## config.mk

```make
export PLATFORM = sky130hd
export DESIGN_NAME = regfile_wb_arbiter
export DESIGN_NICKNAME = d
export VERILOG_FILES = /design/src/rtl/regfile_wb_arbiter.sv
export SDC_FILE = /design/constraint.sdc
export NUM_CORES = 1
export LEC_CHECK = 0
export BUFFER_PORTS_ARGS = -buffer_cell sky130_fd_sc_hd__buf_2
export CAP_MARGIN = 5
export CORE_AREA = 2 2 214 216
export CTS_BUF_LIST = sky130_fd_sc_hd__clkbuf_8
export DETAILED_ROUTE_END_ITERATION = 7
export DIE_AREA = 0 0 216 218
export PLACE_DENSITY = 0.4
export SYNTH_ARGS = -nofsm -noshare
export SYNTH_HDL_FRONTEND = slang
export SYNTH_SLANG_ARGS = --single-unit
export TNS_END_PERCENT = 50
```

## constraint.sdc

```tcl
create_clock -name clk -period 2.15 [get_ports clk]
set_input_delay 0.1075 -clock clk [delete_from_list [all_inputs] [get_ports clk]]
set_output_delay 0.1075 -clock clk [all_outputs]
set_load 0.1 [all_outputs]
```

## src/rtl/regfile_wb_arbiter.sv

```systemverilog
// Round-robin arbiter sharing the register-file write port between NUM_REQ writeback sources.
// Optional macro WB_BYPASS_EN forwards the in-flight write onto the two read ports.
module regfile_wb_arbiter #(
    parameter int NUM_REQ = 3,
    parameter int IDX_W   = 5,
    parameter int DATA_W  = 64
) (
    input  logic                      clk,
    input  logic                      rst,
    input  logic [NUM_REQ-1:0]        req_valid_i,
    output logic [NUM_REQ-1:0]        req_ready_o,
    input  logic [NUM_REQ*IDX_W-1:0]  req_idx_i,
    input  logic [NUM_REQ*DATA_W-1:0] req_data_i,
    input  logic                      wb_stall_i,
    output logic [IDX_W-1:0]          widx_o,
    output logic [DATA_W-1:0]         wdata_o,
    output logic                      we_o,
    input  logic [IDX_W-1:0]          ridx1_i,
    input  logic [IDX_W-1:0]          ridx2_i,
    input  logic [DATA_W-1:0]         rdata1_i,
    input  logic [DATA_W-1:0]         rdata2_i,
    output logic [DATA_W-1:0]         rdata1_o,
    output logic [DATA_W-1:0]         rdata2_o
);

    localparam int PTR_W = (NUM_REQ > 1) ? $clog2(NUM_REQ) : 1;

    logic               r_out_valid;
    logic [IDX_W-1:0]   r_out_idx;
    logic [DATA_W-1:0]  r_out_data;
    logic [PTR_W-1:0]   r_rr_ptr;

    logic [NUM_REQ-1:0] w_grant;
    logic [PTR_W-1:0]   w_gnt_k;
    logic               w_found;
    logic [PTR_W:0]     w_sum;
    logic [PTR_W-1:0]   w_k;
    logic [IDX_W-1:0]   w_sel_idx;
    logic [DATA_W-1:0]  w_sel_data;
    logic [PTR_W-1:0]   w_ptr_nxt;

    // Scan from the round-robin pointer; the first valid requester wins.
    always_comb begin
        w_grant = '0;
        w_gnt_k = '0;
        w_found = 1'b0;
        w_sum   = '0;
        w_k     = '0;
        for (int i = 0; i < NUM_REQ; i++) begin
            w_sum = {1'b0, r_rr_ptr} + (PTR_W+1)'(i);
            if (w_sum >= (PTR_W+1)'(NUM_REQ)) begin
                w_sum = w_sum - (PTR_W+1)'(NUM_REQ);
            end
            w_k = w_sum[PTR_W-1:0];
            if (!w_found && req_valid_i[w_k]) begin
                w_found = 1'b1;
                w_gnt_k = w_k;
            end
        end
        if (w_found && rst && !wb_stall_i) begin
            w_grant[w_gnt_k] = 1'b1;
        end
    end

    always_comb begin
        w_sel_idx  = '0;
        w_sel_data = '0;
        for (int k = 0; k < NUM_REQ; k++) begin
            if (w_grant[k]) begin
                w_sel_idx  = req_idx_i[k*IDX_W +: IDX_W];
                w_sel_data = req_data_i[k*DATA_W +: DATA_W];
            end
        end
    end

    assign w_ptr_nxt = (w_gnt_k == PTR_W'(NUM_REQ-1)) ? '0 : w_gnt_k + 1'b1;

    always_ff @(posedge clk) begin
        if (!rst) begin
            r_out_valid <= 1'b0;
            r_out_idx   <= '0;
            r_out_data  <= '0;
            r_rr_ptr    <= '0;
        end else if (!wb_stall_i) begin
            r_out_valid <= |w_grant;
            if (|w_grant) begin
                r_out_idx  <= w_sel_idx;
                r_out_data <= w_sel_data;
                r_rr_ptr   <= w_ptr_nxt;
            end
        end
    end

    assign req_ready_o = w_grant;
    assign widx_o      = r_out_idx;
    assign wdata_o     = r_out_data;
    // Index 0 is hardwired zero: such writes complete the handshake but never reach the regfile.
    assign we_o        = rst & r_out_valid & ~wb_stall_i & (r_out_idx != '0);

`ifdef WB_BYPASS_EN
    assign rdata1_o = (r_out_valid && r_out_idx == ridx1_i && r_out_idx != '0) ? r_out_data : rdata1_i;
    assign rdata2_o = (r_out_valid && r_out_idx == ridx2_i && r_out_idx != '0) ? r_out_data : rdata2_i;
`else
    logic w_unused_ridx;
    assign w_unused_ridx = ^{ridx1_i, ridx2_i};
    assign rdata1_o = rdata1_i;
    assign rdata2_o = rdata2_i;
`endif

endmodule

```

==> flow_summary.ini, run 1 <==
[floorplanning]
rows = 78
coreArea_um2 = 44900
die_h_um = 218
initial_utilization = 0.0984
die_area_um2 = 47100
io_pins = 552
die_w_um = 216

[route]
drc_errors = 0
routed_via_density = 3.46
num_vias = 5072
antenna_left = 0
first_pass_iters = 5
drtIter0Drc = 137
wl_per_cell_um = 16.5
totalWireLength_um = 24100

[layout]
nNetsFinal = 1210
drive_gt1_frac = 0.433
finish.instance_area_um2 = 8470
area_growth_pct = 91.8
fill_cells = 4978

[power]
p_leak_nw = 3.98
power_density_nw_per_um2 = 757
finalPower_w = 0.00641
vdd_drop_max_mv = 0.343

[global_routing]
grt_use_met3 = 0.0474
met2_usage = 0.166
grt_pass1_vias = 5410
antenna_found_initial = 3
grt_max_degree = 29
grt_use_total = 0.0958
grt_pass1_wl_um = 32300
grt_use_met1 = 0.0856
overflow = 0
top_usage_layer = met2

[cts]
ctsHtreeMaxLevel = 3
cts_tree = yes
numCtsBuffers = 9
clk_latency_ps = 430
clock-sinks = 72
clk_pin_slew_ps = 90
cts.path.max_buffers = 2
root_buffer = clkbuf_8

[synth]
ys.flop_type = dfxtp_1
synth_cell_types = 33
yosysWarnings = 0
netlist_area_um2 = 4420
avgSynthCellArea_um2 = 9.32
ys_seq_area_frac = 0.326
async_reset_ff_frac = 0
synth_nets = 827
synth_top_area_frac = 0.326
yosys-top-cells-count = buf_4 (129), dfxtp_1 (72), mux2i_1 (69), o21ai_1 (69), a22oi_1 (59)
synth_cells = 474
ys_ff_latch = 72
synth_edf_count = 0
synth_area_leaders = dfxtp_1 (33%), buf_4 (22%), mux2i_1 (16%)
synth.most_common_cell = buf_4
synth_top_area_cell = dfxtp_1

[timing]
finalCriticalPeriod_ps = 2340
setup_viol = 72
drv_slew = 0
relSlewSlack = 0.571
rsz0062_at_grt = true
skew_ps = 21.6
final.setup.worst_slack_ps = -191
hold_viol = 0
tightest_slew_ps = 647
period_share = 1.09
clock.fmax_mhz = 427

[placement]
gp_congestion = 0.720
dp_hpwl_um = 15100
io_buffers = 285
place_area_um2 = 5910

[worst_setup_path]
cpPeakStageDelay_ps = 360
crit_chain = inv_2, ha_4, or2_1, a311oi_2, buf_4, o2111ai_4, buf_12, nor2b_4, buf_12
cp-end-kind = output port
slowest_stage = dfxtp_2
cp_data_arrival_time_ps = 2230
reg2reg_slack_ps = -100
cp_num_buf_inv = 4
critPathKind = reg -> out
worstPathRequired_ps = 2040
crit_fanout = 6
cpMostUsedCell = buf_12
start_kind = flip-flop
cp_top_family = buffers and inverters

[run]
cap_violations = 0

[run_status]
outcome = finished with violations
violations = setup timing

[worst_hold_path]
min_path_type = in -> reg
tightest hold or removal path: cells and delay by family:
family                 cells  cell delay [ps]
muxes                      1               60
AOI/OAI and AO/OA          1              110
buffers and inverters      2              210
flip-flops by register name (all words and copies together), names as in the netlist:
| signal | cells |
|---|---|
| wdata_o | 64 |
| r_rr_ptr | 2 |
| widx_o | 5 |
| r_out_valid | 1 |
path summary, 6_finish.rpt:
kind / startpoint / to / depth (start not counted)
hold / removal: req_data_i[138] / wdata_o[10] / 4
setup / recovery: r_rr_ptr[0] / req_ready_o[0] / 9
hold reg to reg: r_out_valid / r_out_valid / 2
setup reg to reg: r_rr_ptr[0] / wdata_o[59] / 12
per-layer routing:
metal  up-vias  wire length (µm)
met3       117              2200
met4         2              1490
met2       269             12000
met5         -                13
li1       2360                 -
met1      2324              8360
cell usage in the layout (no fill, tap or decap), types with 2 or more instances in the layout:
master and count:
buf_2 282, dlygate4sd3_1 200, dfxtp_1 70, mux2i_1 69
o21ai_1 69, a22oi_1 52, buf_4 23, a22oi_2 17
buf_12 16, clkbuf_8 11, inv_1 5, nand2_1 4
a21oi_1 4, diode_2 3, nor2_1 3, clkbuf_16 3
buf_16 2
cell type report:
type	instances	area [µm²]	share of cell area
inverter	4	15.0	0.00177
multi-input combinational	242	1980	0.233
sequential	72	1450	0.171
timing repair buffer	528	4080	0.482
tap	600	751	0.0886
clock inverter	4	46.3	0.00546
antenna	3	7.51	0.000886
clock buffer	11	151	0.0179
metrics by stage:
step / setup WS [ps] / utilization / cells / hold WS [ps] / setup TNS [ps]
4_1_cts: -318 / 0.184 / 1453 / 59.2 / -6260
5_1_grt: -329 / 0.189 / 1463 / 74.1 / -12570
2_1_floorplan: -130 / - / 474 / 247 / -130
6_report: -191 / 0.189 / 1464 / 112 / -3940
3_5_place_dp: 66.9 / 0.132 / 1229 / 216 / 0
3_3_place_gp: 71.4 / 0.132 / 1229 / 216 / 0
logic make-up (layout without fill, tap and decap cells):
group | after synthesis | after routing | share of synthesized area
buffers and inverters | 160 | 547 | 0.251
AOI/OAI and AO/OA | 150 | 150 | 0.231
DFF | 72 | 72 | 0.326
muxes | 69 | 69 | 0.156
and+or+nand+nor | 21 | 21 | 0.0297
adders and majority gates | 2 | 2 | 0.00566
other | 0 | 3 | 0
report_power, final:
group / switching [W] / internal, W
Combinational: 0.00241 / 0.00106
Clock: 0.000661 / 0.000588
Sequential: 0.000136 / 0.00156
what timing repair did:
item                                    CTS  global route
hold buffers                            200             0
pin swaps                                 2            18
endpoints found under the setup margin    3            72
gates resized for setup                  10            16
endpoints found under the hold margin    70             0
setup buffers                             7             4
gates cloned                              2             4
No activity file was read; power rests on OpenSTA's default activity.
==> run 2: changes to the inputs <==
REMOVE_ABC_BUFFERS = 1   (was not set)
==> flow_summary.ini, run 2 (synthesis results as in run 1) <==
[run_status]
violations = setup timing
outcome = finished with violations

[cts]
cts_tree = yes
ctsHtreeMaxLevel = 3
clock-sinks = 72
root_buffer = clkbuf_8
clk_pin_slew_ps = 90
clk_latency_ps = 410
numCtsBuffers = 9
cts.path.max_buffers = 2

[route]
drtIter0Drc = 233
routed_via_density = 3.65
totalWireLength_um = 31200
antenna_left = 0
num_vias = 5413
first_pass_iters = 4
drc_errors = 0
wl_per_cell_um = 21.1

[worst_setup_path]
worstPathRequired_ps = 2040
cpPeakStageDelay_ps = 360
cp_data_arrival_time_ps = 2250
crit_chain = ha_4, or2_4, a311oi_4, o2111ai_4, buf_12, nor2_4, buf_12
cp-end-kind = output port
start_kind = flip-flop
crit_fanout = 6
critPathKind = reg -> out
slowest_stage = dfxtp_4
cpMostUsedCell = buf_12

[timing]
final.setup.worst_slack_ps = -207
drv_slew = 0
setup_viol = 72
skew_ps = 8.94
hold_ws_ps = 108
hold_viol = 0
relSlewSlack = 0.657
rsz0062_at_grt = true
finalCriticalPeriod_ps = 2360
clock.fmax_mhz = 424
tightest_slew_ps = 519
period_share = 1.10

[global_routing]
overflow = 0
antenna_found_initial = 0
top_usage_layer = met2
grt_use_met3 = 0.106
grt_use_met1 = 0.131
grt_max_degree = 31
grt_pass1_wl_um = 41600
met2_usage = 0.182
grt_pass1_vias = 5715
grt_use_total = 0.126

[floorplanning]
initial_utilization = 0.0984
die_w_um = 216
coreArea_um2 = 44900
die_area_um2 = 47100
die_h_um = 218
rows = 78
io_pins = 552

[placement]
io_buffers = 285
dp_hpwl_um = 21100
place_area_um2 = 5920
gp_congestion = 0.764
post-place-ws_ps = -203

[layout]
finish.instance_area_um2 = 8930
drive_gt1_frac = 0.493
final_cell_mix = buf_2 (282), dlygate4sd3_1 (200), dfxtp_1 (70)
layout_commonest_cell = buf_2
largest_reg_flops = 64
nNetsFinal = 1230
area_growth_pct = 102
antenna_cells = 0

[run]
cap_violations = 0

[power]
p_leak_nw = 4.10
power_density_nw_per_um2 = 736
vdd_drop_max_mv = 0.427
finalPower_w = 0.00657

[worst_hold_path]
min_path_type = in -> reg
run 2: where the power goes:
part	switching (W)	internal, W
Combinational	0.00247	0.00118
Clock	0.000637	0.000571
Sequential	0.000149	0.00156
run 2: worst paths after layout:
path	slack, ps	cells after the start	end	start
setup / recovery	-210	7	req_ready_o[2]	r_rr_ptr[1]
hold / removal	110	3	r_rr_ptr[0]	rst
setup reg to reg	-130	13	wdata_o[38]	r_rr_ptr[1]
hold reg to reg	480	2	r_out_valid	r_out_valid
run 2: per-layer routing:
metal  vias up  part of all wire
met4        12             0.020
met1      2439              0.38
met3        51              0.17
li1       2397                 -
met2       514              0.42
met5         -            0.0079
run 2: timing repair:
item | 4_1_cts | 5_1_grt
gates cloned | 6 | 4
endpoints found under the hold margin | 70 | 0
gates resized for setup | 50 | 40
pin swaps | 25 | 29
endpoints found under the setup margin | 72 | 73
buffers inserted | 10 | 7
hold buffers | 200 | 0
run 2: per-stage QoR:
| step | setup TNS, ps | utilization | instances |
|---|---|---|---|
| after floorplan | -168570 | - | 318 |
| after global placement | -2350 | 0.132 | 1240 |
| after detailed placement | -3440 | 0.132 | 1240 |
| after global routing | -14030 | 0.199 | 1482 |
| final | -4800 | 0.199 | 1482 |
| after CTS | -8420 | 0.191 | 1472 |
run 2: cell type report:
cell class              count  area [µm²]
flip-flops and latches     72        1450
repair buffers            548        4300
well taps                 600         751
multi-input cells         242        2210
clock inverters             6        67.6
fillers                  4895       36000
inverters                   4        17.5
clock buffers              10         138
run 2: critical path, delay by kind of cell, from the launching register on:
kind                       cells  cell delay [ps]
and+or+nand+nor                2              370
AOI/OAI and AO/OA              2              480
DFF                            1              360
buffers and inverters          2              370
adders and majority gates      1              250
